File: src/rtl/mips_instr_encoder.sv
// rtl/mips_instr_encoder.sv - MIPS field-to-word encoder writing sequential instruction memory.
// Optional beq/j delay-slot NOP padding under ENC_DELAY_SLOT_PAD_EN.
module mips_instr_encoder #(
  parameter int                ADDR_W    = 32,
  parameter logic [ADDR_W-1:0] BASE_ADDR = '0,
  parameter int                DEPTH     = 256
) (
  input  logic                       clk,
  input  logic                       rst_n,
  input  logic                       restart,
  input  logic                       in_valid,
  output logic                       in_ready,
  input  logic [2:0]                 op_class,
  input  logic [1:0]                 op_sub,
  input  logic [4:0]                 rs,
  input  logic [4:0]                 rt,
  input  logic [4:0]                 rd,
  input  logic [4:0]                 shamt,
  input  logic [5:0]                 funct,
  input  logic [15:0]                imm,
  input  logic [25:0]                target,
  output logic                       imem_we,
  output logic [ADDR_W-1:0]          imem_addr,
  output logic [31:0]                imem_wdata,
  output logic [$clog2(DEPTH+1)-1:0] count,
  output logic                       full,
  output logic                       err_illegal
);

  localparam int CW = $clog2(DEPTH+1);
  localparam logic [CW-1:0] LAST = CW'(DEPTH - 1);

  localparam logic [1:0] S_IDLE  = 2'd0;
  localparam logic [1:0] S_WRITE = 2'd1;
`ifdef ENC_DELAY_SLOT_PAD_EN
  localparam logic [1:0] S_PAD   = 2'd2;
`endif
  localparam logic [1:0] S_FULL  = 2'd3;

  logic [1:0]  state;
  logic [31:0] enc_word;
  logic [5:0]  logic_op;
  logic        legal;
  logic        accept;
`ifdef ENC_DELAY_SLOT_PAD_EN
  logic        is_branch;
`endif

  assign in_ready = (state == S_IDLE) && !full;
  assign accept   = in_valid && in_ready && !restart;

  always_comb begin
    logic_op = 6'h0C;
    case (op_sub)
      2'b00:   logic_op = 6'h0C;
      2'b01:   logic_op = 6'h0D;
      2'b10:   logic_op = 6'h0E;
      default: logic_op = 6'h0A;
    endcase
  end

  always_comb begin
    enc_word = '0;
    legal    = 1'b1;
    case (op_class)
      3'b000:  enc_word = {6'h00, rs, rt, rd, shamt, funct};
      3'b001:  enc_word = {6'h23, rs, rt, imm};
      3'b010:  enc_word = {6'h2B, rs, rt, imm};
      3'b011:  enc_word = {6'h04, rs, rt, imm};
      3'b100:  enc_word = {6'h02, target};
      3'b101:  enc_word = {6'h08, rs, rt, imm};
      3'b110:  enc_word = {logic_op, rs, rt, imm};
      default: legal    = 1'b0;
    endcase
  end

  always_ff @(posedge clk or negedge rst_n) begin
    if (!rst_n) begin
      state       <= S_IDLE;
      imem_we     <= 1'b0;
      imem_addr   <= BASE_ADDR;
      imem_wdata  <= '0;
      count       <= '0;
      full        <= 1'b0;
      err_illegal <= 1'b0;
`ifdef ENC_DELAY_SLOT_PAD_EN
      is_branch   <= 1'b0;
`endif
    end else if (restart) begin
      state       <= S_IDLE;
      imem_we     <= 1'b0;
      imem_addr   <= BASE_ADDR;
      count       <= '0;
      full        <= 1'b0;
      err_illegal <= 1'b0;
    end else begin
      imem_we     <= 1'b0;
      err_illegal <= 1'b0;
      case (state)
        S_IDLE: begin
          if (accept) begin
            if (legal) begin
              state      <= S_WRITE;
              imem_we    <= 1'b1;
              imem_wdata <= enc_word;
`ifdef ENC_DELAY_SLOT_PAD_EN
              is_branch  <= (op_class == 3'b011) || (op_class == 3'b100);
`endif
            end else begin
              err_illegal <= 1'b1;
            end
          end
        end
        S_WRITE: begin
          imem_addr <= imem_addr + ADDR_W'(4);
          count     <= count + CW'(1);
`ifdef ENC_DELAY_SLOT_PAD_EN
          // Pad is only worth issuing when a slot remains after this word.
          if (is_branch && (count < LAST)) begin
            state      <= S_PAD;
            imem_we    <= 1'b1;
            imem_wdata <= '0;
          end else if (count == LAST) begin
            state <= S_FULL;
            full  <= 1'b1;
          end else begin
            state <= S_IDLE;
          end
`else
          if (count == LAST) begin
            state <= S_FULL;
            full  <= 1'b1;
          end else begin
            state <= S_IDLE;
          end
`endif
        end
`ifdef ENC_DELAY_SLOT_PAD_EN
        S_PAD: begin
          imem_addr <= imem_addr + ADDR_W'(4);
          count     <= count + CW'(1);
          if (count == LAST) begin
            state <= S_FULL;
            full  <= 1'b1;
          end else begin
            state <= S_IDLE;
          end
        end
`endif
        S_FULL:  state <= S_FULL;
        default: state <= S_IDLE;
      endcase
    end
  end

endmodule
File: config.mk
export PLATFORM = sky130hd
export DESIGN_NAME = mips_instr_encoder
export DESIGN_NICKNAME = d
export VERILOG_FILES = /design/src/rtl/mips_instr_encoder.sv
export SDC_FILE = /design/constraint.sdc
export NUM_CORES = 1
export LEC_CHECK = 0
export ABC_CLOCK_PERIOD_IN_PS = 5120
export CAP_MARGIN = 30
export CORE_MARGIN = 1.5
export CORE_UTILIZATION = 48
export CTS_CLUSTER_SIZE = 10
export DETAILED_ROUTE_END_ITERATION = 10
export GPL_ROUTABILITY_DRIVEN = 1
export PLACE_DENSITY = 0.95
export SLEW_MARGIN = 10
export SYNTH_ARGS = -nofsm -noshare
export SYNTH_HDL_FRONTEND = slang
export SYNTH_SLANG_ARGS = --single-unit
File: constraint.sdc
create_clock -name clk -period 5.12 [get_ports clk]
set_input_delay 1.024 -clock clk [delete_from_list [all_inputs] [get_ports clk]]
set_output_delay 1.024 -clock clk [all_outputs]
set_load 0.01 [all_outputs]
==> run_results.csv <==
group,metric,value,unit
timing,period_needed,3203,ps
hold_path,hp-class,"reg2reg",
global_route,grt_pass1_wl,17880,µm
logic_synthesis,ys_async_sr_fraction,100.0,%
critical_path,cpMostUsedCell,"o21ai_1",
timing,finalHoldViolations,0,
logic_synthesis,synthCells,439,
layout,nNetsFinal,657,
critical_path,cp_slowest_cell,"clkdlybuf4s50_1",
logic_synthesis,synth_ff_type,"dfrtp_1",
critical_path,required,5390,ps
floorplanning,coreArea,0.008217,mm²
run,drv_cap,0,
global_route,grt_pass1_vias,3836,
critical_path,crit_family,"buffers and inverters",
cts,clk_latency,340,ps
timing,clock.fmax,312.2,MHz
critical_path,path_class,"in2reg",
routing,drt_iter0_drc,237,
routing,drt_pass1_iterations,5,
floorplanning,row_count,33,
power,leakagePower,2.455,nW
critical_path,endpoint_kind,"register",
logic_synthesis,synth_warnings,0,
power,ir_worst_vdd,0.0001581,V
routing,drc,0,
placed_design,dp_hpwl,7926,µm
power,power_density,268.0,mW/mm²
timing,finalCritPeriodShare,62.57,%
floorplanning,dieArea,0.009028,mm²
routing,via_per_inst,5.888,
cts,path_clk_slew,80,ps
routing,wl,11270,µm
floorplanning,initial_utilization,49.46,%
global_route,overflow,0,
floorplanning,die_x,95.02,µm
routing,vias,4045,
routing,ant_nets,0,
cts,clockBufferDepth,2,
cts,cts_resized,0,
critical_path,r2r_start,"state[1]$_DFFE_PN0P_",
logic_synthesis,synth_edf_count,0,
critical_path,cp_max_fo,26,
timing,slew_viol_final,0,
layout,syn_to_final_growth,44.58,%
hold_path,hp-start,"imem_wdata[15]$_DFFE_PN0P_",
layout,final_common_cell,"clkdlybuf4s50_1",
logic_synthesis,synth_cell_types,46,
hold_path,hold_depth,2,
critical_path,r2r_slack,2760,ps
routing,wl_per_cell,16.40,µm
global_route,antenna_found_initial,0,
global_route,grt_max_degree,76,
floorplanning,io_pins,154,
hold_path,holdPathEnd,"imem_wdata[15]$_DFFE_PN0P_",
routing,top_layer,"met4",
global_route,grt.total_usage,25.14,%
timing,worst_pin_slew,916.3,ps
critical_path,critPathArrivalTime,3470,ps
status,status,"completed",
routing,routed-wl-met2,5900,µm
cts,cts_buffers,9,
critical_path,cp-start-kind,"primary input",
cts,cts_tree,"yes",
routing,dr_wl_met3,766,µm
logic_synthesis,yosys-top-cells-area,"dfrtp_1 (46%), nand2_1 (5.4%), mux2i_1 (4.4%)",
layout,seq_area,0.001877,mm²
logic_synthesis,synth_seq_area_share,46.18,%
cts,post-cts-setup-buffers,0,
timing,setup_tns,0,ps
timing,rsz0062_at_grt,"false",
logic_synthesis,syn_area_per_cell,9.257,µm²
critical_path,crit_chain,"clkdlybuf4s50_1 -> nor2_1 -> o21ai_1 -> a22oi_1 -> o21ai_1",
placed_design,place_ws,1568,ps
layout,nFillCells,589,
floorplanning,die_y,95.02,µm
logic_synthesis,netlist_area,0.004064,mm²
layout,final_cell_mix,"clkdlybuf4s50_1 (148), dfrtp_1 (75), nand2_1 (59)",
placed_design,gp_congestion,0.8103,
cts,htree_num_levels,3,
routing,wl_met1,4373,µm
logic_synthesis,ys_ff_latch,75,
layout,diodes,0,
critical_path,timing.rr.end,"imem_addr[28]$_DFFE_PN0N_",
logic_synthesis,netlist.area_leader.share,46.18,%
logic_synthesis,synth_top_area_cell,"dfrtp_1",
cts,root_buffer,"clkbuf_8",
timing,skew,8.500,ps
power,total_power,1.575,mW
critical_path,cpPeakStageDelay,1070,ps
critical_path,r2r_cells,4,
placed_design,portBuffers,150,
timing,maxSlewHeadroom,38.72,%
cts,ctsHoldBuffers,0,
layout,multi_input_area,0.002024,mm²
timing,finalWorstSetupSlack,1917,ps
critical_path,critPathBufInv,1,
layout,layout-drive-gt1-share,5.498,%
timing,finalSetupViolCount,0,
cts,cts_sinks,75,
-- cells by family (layout without fill, tap and decap cells) --
family / Yosys count / in the layout / synth area share, %
adder cells (fa/ha/maj): 3 / 3 / 0.9237
AND/OR/NAND/NOR: 171 / 171 / 20.97
other: 1 / 3 / 0.09228
multiplexers: 22 / 22 / 5.542
buffers and inverters: 40 / 181 / 4.310
AO/OA/AOI/OAI: 114 / 114 / 19.18
flip-flops: 75 / 75 / 46.18
XOR/XNOR: 13 / 13 / 2.802
-- worst register-to-register path, cell delays in order (launching register included) --
cell and delay (ps):
dfrtp_1 440, and2b_1 730, o21ai_2 350, nor4_1 380
mux2_1 360
-- routing by layer --
metal,global-route usage (%),vias to the layer above
li1,-,1880
met1,30.48,1943
met2,44.05,195
met3,5.183,27
met4,9.080,0
met5,0,-
-- power breakdown --
group	internal, mW	switching [mW]	total [mW]
clock network	0.323	0.225	0.548
registers	0.643	0.0354	0.678
logic	0.192	0.156	0.348
-- cell type report --
type                            instances  share of cell area (%)
Clock inverter                          7                   1.980
Inverter                                9                  0.5750
Timing Repair Buffer                  156                   26.70
Clock buffer                            9                   2.108
Sequential cell                        75                   31.94
Tap cell                              105                   2.236
Multi-Input combinational cell        326                   34.45
-- state kept, by name, indices dropped and copies added, names as in the netlist --
register and cells:
full 1, err_illegal 1, count 9, state 2, imem_addr 30, imem_wdata 31
imem_we 1
-- how the worst max path moves through the flow --
stage               slack [ps]                         end        start  cells after the start
floorplan                 2840    imem_addr[2]$_DFFE_PN0N_      restart                      5
global placement          1270  imem_wdata[24]$_DFFE_PN0P_  op_class[0]                      5
detailed placement        1570   imem_wdata[0]$_DFFE_PN0P_  op_class[0]                      5
CTS                       1940   imem_wdata[2]$_DFFE_PN0P_  op_class[0]                      5
global route              1800  imem_wdata[25]$_DFFE_PN0P_  op_class[0]                      5
finish                    1920  imem_wdata[22]$_DFFE_PN0P_  op_class[0]                      5
-- stage by stage --
stage,cells,hold slack (ps),instance area (µm²),utilization (%)
6_report,687,487.8,5876,71.51
4_1_cts,685,492.4,5828,70.93
3_5_place_dp,669,474.3,5588,68.01
5_1_grt,687,505.9,5876,71.51
2_1_floorplan,441,515.1,4071,-
3_3_place_gp,667,465.3,5575,67.85
-- synth_stat cells (6+ instances only) --
cell type / n
a21oi_1: 21
a221o_1: 16
a22oi_1: 10
and3_1: 6
buf_2: 8
clkbuf_1: 17
dfrtp_1: 75
inv_1: 6
mux2i_1: 18
nand2_1: 59
nand3_1: 11
nand4_1: 8
nor2_1: 43
o21ai_0: 10
o21ai_1: 26
o31ai_1: 14
or4_1: 15
xor2_1: 11
No activity file was read; power rests on OpenSTA's default activity.
